--- config.mk ---
export PLATFORM = sky130hd
export DESIGN_NAME = data_mem_sequencer
export DESIGN_NICKNAME = d
export VERILOG_FILES = /design/src/rtl/data_mem_sequencer.sv
export SDC_FILE = /design/constraint.sdc
export NUM_CORES = 1
export LEC_CHECK = 0
export BUFFER_PORTS_ARGS = -buffer_cell sky130_fd_sc_hd__buf_4
export CORE_UTILIZATION = 46
export CTS_BUF_LIST = sky130_fd_sc_hd__clkbuf_16
export DETAILED_ROUTE_END_ITERATION = 8
export GPL_ROUTABILITY_DRIVEN = 0
export PLACE_DENSITY = 0.83
export SYNTH_ARGS = -nofsm -noshare
export SYNTH_HDL_FRONTEND = slang
export SYNTH_SLANG_ARGS = --single-unit
--- constraint.sdc ---
create_clock -name clk -period 2.3 [get_ports clk]
set_input_delay 0.23 -clock clk [delete_from_list [all_inputs] [get_ports clk]]
set_output_delay 0.23 -clock clk [all_outputs]
set_load 0.05 [all_outputs]
--- src/rtl/data_mem_sequencer.sv ---
// ---------------------------------------------------------------------------
// data_mem_sequencer
//
// Sequences 32-bit word and 8-bit byte loads/stores from the single-cycle
// datapath onto a byte-wide, synchronous-read data RAM, one byte per cycle.
// While a transfer is in flight, stall freezes the PC and the register-file
// write. done pulses for one cycle when the instruction may retire.
//
// Optional feature (macro DMEM_ALIGN_CHECK_EN):
//   Adds a misalign output. A word request with addr[1:0] != 0 skips the RAM
//   entirely, goes straight to DONE, and raises misalign for that cycle.
//   When the macro is undefined, misaligned word requests are force-aligned.
//
// Ports:
//   clk        in   system clock, rising edge
//   rst        in   asynchronous, active-low reset
//   req_valid  in   memory instruction present in execute
//   req_write  in   1 = store, 0 = load
//   req_byte   in   1 = byte access, 0 = word access
//   addr       in   byte address (ALUResult); bits above ADDR_W-1 are ignored
//   wdata      in   store data; a byte store uses wdata[7:0]
//   stall      out  hold PC/register file while high
//   rdata      out  load result; byte loads are zero-extended
//   done       out  one-cycle retire pulse
//   misalign   out  (DMEM_ALIGN_CHECK_EN only) misaligned word request rejected
//   ram_addr   out  RAM byte address
//   ram_wdata  out  RAM write byte
//   ram_we     out  RAM write enable
//   ram_rdata  in   RAM read byte, valid the cycle after ram_addr
// ---------------------------------------------------------------------------
module data_mem_sequencer #(
    parameter int ADDR_W = 10
) (
    input  logic              clk,
    input  logic              rst,
    input  logic              req_valid,
    input  logic              req_write,
    input  logic              req_byte,
    input  logic [31:0]       addr,
    input  logic [31:0]       wdata,
    output logic              stall,
    output logic [31:0]       rdata,
    output logic              done,
`ifdef DMEM_ALIGN_CHECK_EN
    output logic              misalign,
`endif
    output logic [ADDR_W-1:0] ram_addr,
    output logic [7:0]        ram_wdata,
    output logic              ram_we,
    input  logic [7:0]        ram_rdata
);

    typedef enum logic [2:0] {
        IDLE    = 3'd0,
        WR      = 3'd1,
        RD      = 3'd2,
        RD_LAST = 3'd3,
        DONE    = 3'd4
    } state_t;

    state_t            state, state_nx;
    logic [ADDR_W-1:0] base;      // latched start address of the transfer
    logic [31:0]       wbuf;      // latched store data
    logic              is_byte;   // latched access size
    logic [1:0]        beat;      // byte index currently on the RAM port
    logic [1:0]        prev_beat;
    logic              last_beat;
    logic              take_req;  // request accepted into the RAM sequence

    // Address bits above the RAM size wrap and are deliberately dropped.
    logic unused_addr_bits;
    assign unused_addr_bits = &{1'b0, addr[31:ADDR_W]};

`ifdef DMEM_ALIGN_CHECK_EN
    logic reject_req;
    assign reject_req = req_valid && !req_byte && (addr[1:0] != 2'b00);
`endif

    // A byte access has a single beat, so beat 0 is already the last one.
    assign last_beat = is_byte || (beat == 2'd3);
    assign prev_beat = beat - 2'd1;

    // The beat counter stops on the last beat instead of running past it, so
    // ram_addr/ram_wdata keep showing the final byte in IDLE and DONE.
    assign ram_addr  = base + {{(ADDR_W-2){1'b0}}, beat};
    assign ram_wdata = wbuf[{beat, 3'b000} +: 8];

    always_comb begin
        take_req = (state == IDLE) && req_valid;
`ifdef DMEM_ALIGN_CHECK_EN
        take_req = take_req && !reject_req;
`endif
    end

    // NOTE: state-holding registers use non-blocking assignments so every
    // flop samples pre-edge values, independent of block ordering.
    always_ff @(posedge clk or negedge rst) begin
        if (!rst) begin
            state <= IDLE;
        end else begin
            state <= state_nx;
        end
    end

    // NOTE: every output of this block is given a default first, so no path
    // leaves a signal unassigned and no latch is inferred.
    always_comb begin
        state_nx = state;
        stall    = 1'b0;
        done     = 1'b0;
        ram_we   = 1'b0;
        unique case (state)
            IDLE: begin
                stall = req_valid;
                if (req_valid) begin
`ifdef DMEM_ALIGN_CHECK_EN
                    if (reject_req) begin
                        state_nx = DONE;
                    end else begin
                        state_nx = req_write ? WR : RD;
                    end
`else
                    state_nx = req_write ? WR : RD;
`endif
                end
            end
            WR: begin
                stall  = 1'b1;
                ram_we = 1'b1;
                if (last_beat) begin
                    state_nx = DONE;
                end
            end
            RD: begin
                stall = 1'b1;
                if (last_beat) begin
                    state_nx = RD_LAST;
                end
            end
            RD_LAST: begin
                stall    = 1'b1;
                state_nx = DONE;
            end
            DONE: begin
                // A req_valid seen here belongs to the retiring instruction.
                done     = 1'b1;
                state_nx = IDLE;
            end
            default: begin
                state_nx = IDLE;
            end
        endcase
        // stall is combinational from req_valid, so it must be gated by the
        // reset itself to stay low while rst is held.
        if (!rst) begin
            stall = 1'b0;
        end
    end

    // Datapath registers: request latches, beat counter and load assembly.
    always_ff @(posedge clk or negedge rst) begin
        if (!rst) begin
            base    <= '0;
            wbuf    <= '0;
            is_byte <= 1'b0;
            beat    <= 2'd0;
            rdata   <= '0;
`ifdef DMEM_ALIGN_CHECK_EN
            misalign <= 1'b0;
`endif
        end else begin
`ifdef DMEM_ALIGN_CHECK_EN
            // Registered so it is high exactly during the DONE that follows
            // a rejected request.
            misalign <= (state == IDLE) && reject_req;
`endif
            case (state)
                IDLE: begin
                    if (take_req) begin
                        base    <= req_byte ? addr[ADDR_W-1:0]
                                            : {addr[ADDR_W-1:2], 2'b00};
                        wbuf    <= wdata;
                        is_byte <= req_byte;
                        beat    <= 2'd0;
                    end
                end
                WR: begin
                    if (!last_beat) begin
                        beat <= beat + 2'd1;
                    end
                end
                RD: begin
                    // RAM data lags the address by one cycle, so this cycle's
                    // ram_rdata belongs to the previous beat.
                    if (beat != 2'd0) begin
                        rdata[{prev_beat, 3'b000} +: 8] <= ram_rdata;
                    end
                    if (!last_beat) begin
                        beat <= beat + 2'd1;
                    end
                end
                RD_LAST: begin
                    rdata[{beat, 3'b000} +: 8] <= ram_rdata;
                    if (is_byte) begin
                        rdata[31:8] <= '0;
                    end
                end
                default: begin
                end
            endcase
        end
    end

endmodule

After elaboration in Yosys (flattened, before gate mapping)
Cells that the tools add are included.
Word-level totals
  input bits: 77
  word-level logic and storage cells: 57
  register bits after elaboration: 80
  output and inout port bits: 53
Cells by class
  shift-type cells: 5
  reductions and logical operators: 12
  equal/unequal tests: 11
  $add $sub $neg: 5
  muxes and demuxes: 18
Operators with widths (number)
  $bwmux 32: 2
  $pmux 32 s2: 1
  $shift 8x7->32 const A: 2
  $shiftx 8x7->32: 2
  $mux 32: 1
  $shiftx 32x6->8: 1
  $mux 24: 1
  $neg 5->7: 2
  $ne 2x2->1 const B: 6
  $pmux 3 s4: 1
  $add 10x2->10: 1
  $mux 3: 3
  $mux 2: 4
  $eq 3x2->1 const B: 2
  $reduce_and 3->1: 2
  $reduce_bool 2->1: 3
  $pmux 2 s2: 1
  $reduce_and 2->1: 2
  $eq 3x1->1 const B: 1
  $eq 3x3->1 const B: 1
  $logic_not 3->1: 1
  $mux 1: 3
  $reduce_or 3->1: 1
  $add 2x1->2 const B: 1
  other kinds (6): 6

Longest topological paths before layout
  depth after elaboration: 6
  mapped depth: 9
  mapped depth without buffers: 6

Least setup slack after synthesis
Ideal clock, no wire load.
  path kind: flip-flop to flip-flop
  start: register beat[1]
  end: register rdata[0]
  data required time: 2.235 ns
  setup slack: -0.031 ns
  buffers on the path: 2
  cell stages (with the launch flop): 9
  data arrival time: 2.266 ns
  setup time: 0.065 ns
  period minus slack after synthesis: 2.331 ns
  cells stage by stage: dfrtp_1 -> clkbuf_1 -> inv_1 -> ha_1 -> clkbuf_1 -> nor3b_2 -> nand3_1 -> a21oi_4 -> a22o_2
On the way
  longest elaborated chain between the ends: 6
  elaborated cells between the ends (all ways): 14
  those cells by class: 3 x add/sub; 1 x eq/ne; 4 x shift; 4 x mux; 2 x reduce/logical
RTL lines
  from (decl): RTL line 65  | logic [1:0] beat;
  from (signal assigned): RTL line 189  | beat <= beat + 2'd1;
  from (signal assigned): RTL line 199  | beat <= beat + 2'd1;
  $sub 2x1->2: RTL line 81  | assign prev_beat = beat - 2'd1;
  $neg 5->7: RTL line 196  | rdata[{prev_beat, 3'b000} +: 8] <= ram_rdata;
  $shiftx 8x7->32 / $shift 8x7->32 (equally long branches): RTL line 196
  $bwmux 32: RTL line 196
  $mux 32: RTL line 195  | if (beat != 2'd0) begin
  $pmux 32 s2: RTL line 177  | case (state)
  to (signal, indexed assignment): RTL line 196
  to (signal, indexed assignment): RTL line 203  | rdata[{beat, 3'b000} +: 8] <= ram_rdata;
  to (decl): RTL line 42  | output logic [31:0] rdata,
Parallel ways exist; a longest one is shown, timed or not. The select of a mux whose other input is x is not followed.
A chain may end at the register's enable or synchronous reset.

Worst setup path after layout
  start: register beat[0]
  end: output ram_addr[6]
On the way
  longest elaborated chain between the ends: 1
RTL lines
  $add 10x2->10: RTL line 85  | assign ram_addr = base + {{(ADDR_W-2){1'b0}}, beat};
  to (decl): RTL line 47  | output logic [ADDR_W-1:0] ram_addr,
Every way passes these cells.

==> run metrics <==
worst slew pin tran=0.5736 ns; worst reg2reg path depth=6; layout cells sized above 1=0.4498; Final Net Count=521; Final Hold Vio Count=0; GR Overflow Total=0; max-slew violation count=0; synth warn=0; Die X=95.54 um; CTS Sinks=80; clock buffer depth=2; final worst-path cycle share=0.9527; CTS Root Cell=clkbuf_16; cts bufs inserted=9; H-tree Lvls=3; Worst EP arrival=1.96 ns; Largest delay share family, worst path=adder cells; Chip Height=95.54 um; Final WS setup=0.1088 ns; post-synthesis sequential area ratio=0.4974; MaxCap Viol Count=0; Starting Density=0.4826; crit-path max cell delay=0.42 ns; Synth Area per Inst=12.42 sq um; Vias per Instance=5.608; critical path class=flip-flop to output port; total wire length=9268 um; CORE AREA=8341 sq um; via count=3,045; Pwr per Cell Area=1695 nW/um^2; flop2flop setup slack=0.15 ns; # IOs=130; sequential power share=0.290; Setup Skew=0.007924 ns; first-pass GRT wire length=14,510 um; Int Power=4.771 mW; synthesized flop and latch total=80; pre-CTS setup slack=0.1179 ns; Crit. End Element=output port; initial antenna violation count=0; fmax=456.4 MHz; CP Data Required Time=2.07 ns; ys flop type=dfrtp_1; status=finished clean; crit path buf inv count=1; ANT nets after route=0; reg-to-reg endpoint=rdata[2]; ys async rst share=1.000; Slowest cell on crit path=dfrtp_1; critical path startpoint category=flip-flop; fill count=685; combinational fraction of design power=0.551; hold endpoint=wbuf[13]; RSZ-0062 raised after global routing=false; Initial DRC Count=155; Cell variety after synth=40; DR pass1 iterations=4; synth-to-layout area growth=30.99%; fin crit period=2.191 ns; Sw Share=0.4661; CTS tree=built; clock-pin slew on the worst setup and hold paths=0.06 ns; Reg-to-Reg Start=beat[0]; Post-DP HPWL=6723 um; Max FO, Critical Path=3; synthesized area=4025 sq um; Critical Path, Cell by Cell=ha_1 > fa_2 > and3_4 > nand3_1 > xnor2_1 > buf_4; Leak=2.331 nW; HP Start=wdata[13]; DRC errors left=0; WHS Path Cells=2; hold crit path type=input pin to flip-flop; Die ar.=9128 sq um; Site Rows=33; Sw Pwr=4.164 mW; Routed WL per cell=17.07 um; Port Buffers=107; setup TNS=0 ns; Syn Nets=412; Post-synth EDFFs=0; setup violators final=0; total track usage=0.2126; critical path depth=6; clock power share=0.158; max_slew headroom=0.6159; worst skew pair latency=0.33 ns; cells after synthesis=324; ant diodes=0; largest net degree at the start of global routing=48; Max VDD drop=0.0008854 V; vias in the first global route=2,997
## cell usage in the layout, fill, tap and decap left out, drive strengths merged, types with 2 or more instances in the layout
| master | n |
|---|---|
| inv | 5 |
| and3 | 6 |
| nor3 | 3 |
| a21oi | 30 |
| mux4 | 8 |
| dfrtp | 80 |
| and2 | 2 |
| ha | 10 |
| a22o | 8 |
| clkbuf | 9 |
| clkinv | 3 |
| xor2 | 5 |
| clkinvlp | 3 |
| or3b | 4 |
| buf | 118 |
| nand3 | 8 |
| xnor2 | 4 |
| mux2 | 43 |
| a32oi | 24 |
| nand3b | 2 |
| nand2 | 2 |
| nor2 | 35 |
| nor3b | 11 |
| o21ai | 5 |
## flip-flops by register name, summed over array words and instances, names as in the netlist
| register | count |
|---|---|
| rdata | 32 |
| wbuf | 32 |
| base | 10 |
| state | 3 |
| beat | 2 |
| is_byte | 1 |
## worst max-delay path by stage
stage,start,slack (ns),endpoint
finish,beat[0],0.11,ram_addr[6]
global route,beat[1],0.009,ram_addr[9]
CTS,beat[1],0.04,ram_addr[9]
detailed placement,beat[0],0.12,rdata[2]
global placement,beat[0],0.20,rdata[17]
floorplan,beat[0],0.08,ram_addr[4]
## synthesized netlist by cell type (2+ instances only)
library cell	n	area share
dfrtp_1	80	0.50
mux2_2	43	0.12
nor2_1	35	0.033
a21oi_1	26	0.032
a32oi_1	24	0.052
ha_1	10	0.031
buf_4	8	0.015
mux4_1	8	0.052
nand3_1	8	0.0099
nor3b_1	7	0.013
a22o_2	6	0.015
and3_1	6	0.0093
clkbuf_1	5	0.0047
o21ai_0	5	0.0062
xor2_1	5	0.011
buf_2	4	0.0050
inv_1	4	0.0037
nor3b_2	4	0.012
xnor2_1	4	0.0087
a21oi_4	3	0.012
nor3_1	3	0.0037
a22o_1	2	0.0044
and2_1	2	0.0031
buf_6	2	0.0056
nand2_1	2	0.0019
nand3b_1	2	0.0037
or3b_1	2	0.0044
or3b_2	2	0.0044
## layer usage
metal	global-route usage	up-vias	share of wire
met5	0	-	0
met4	0.09328	0	0.019
met3	0.05901	15	0.080
met2	0.3417	126	0.49
met1	0.2683	1472	0.41
li1	-	1432	-
## layout make-up
cell class              count  area (sq um)  share of cell area
clock buffers               9         225.2             0.04271
clock inverters             7         71.32             0.01353
inverters                   5         22.52            0.004271
multi-input cells         218          1899              0.3602
flip-flops and latches     80          2002              0.3797
well taps                 105         131.4             0.02492
repair buffers            119         920.9              0.1747
## repair_timing
action                                 4_1_cts  5_1_grt
resized for setup                            0        4
setup endpoints to repair                    0       31
setup buffers                                0        1
hold buffers                                 1        0
endpoints found under the hold margin       11        0
## cells by family after synthesis
group	share of synthesized area
adder cells (fa/ha/maj)	0.03606
AND/OR/NAND/NOR	0.1094
buffers and inverters	0.03699
AO/OA/AOI/OAI	0.1281
multiplexers	0.1725
flip-flops	0.4974
XOR/XNOR	0.01958
## power by group through the flow
stage / Combinational (mW) / Clock (mW) / Sequential, mW
2_1_floorplan: 2.88 / 0 / 3.27
3_3_place_gp: 4.83 / 0 / 2.55
3_5_place_dp: 4.92 / 0 / 2.62
4_1_cts: 4.94 / 1.43 / 2.59
5_1_grt: 5.22 / 1.49 / 2.68
6_report: 4.93 / 1.41 / 2.60
## metrics by stage
| stage | cell area [sq um] | util | hold WS [ns] | instances | power [mW] |
|---|---|---|---|---|---|
| final | 5273 | 0.6322 | 0.1228 | 543 | 8.935 |
| after CTS | 5239 | 0.6281 | 0.1142 | 542 | 8.973 |
| after floorplan | 4033 | - | -0.06559 | 324 | 6.145 |
| after global routing | 5273 | 0.6322 | 0.1192 | 543 | 9.386 |
| after global placement | 4932 | 0.5914 | 0.07974 | 525 | 7.375 |
| after detailed placement | 4932 | 0.5914 | 0.08411 | 525 | 7.538 |
Power figures use the tool's default switching activity.
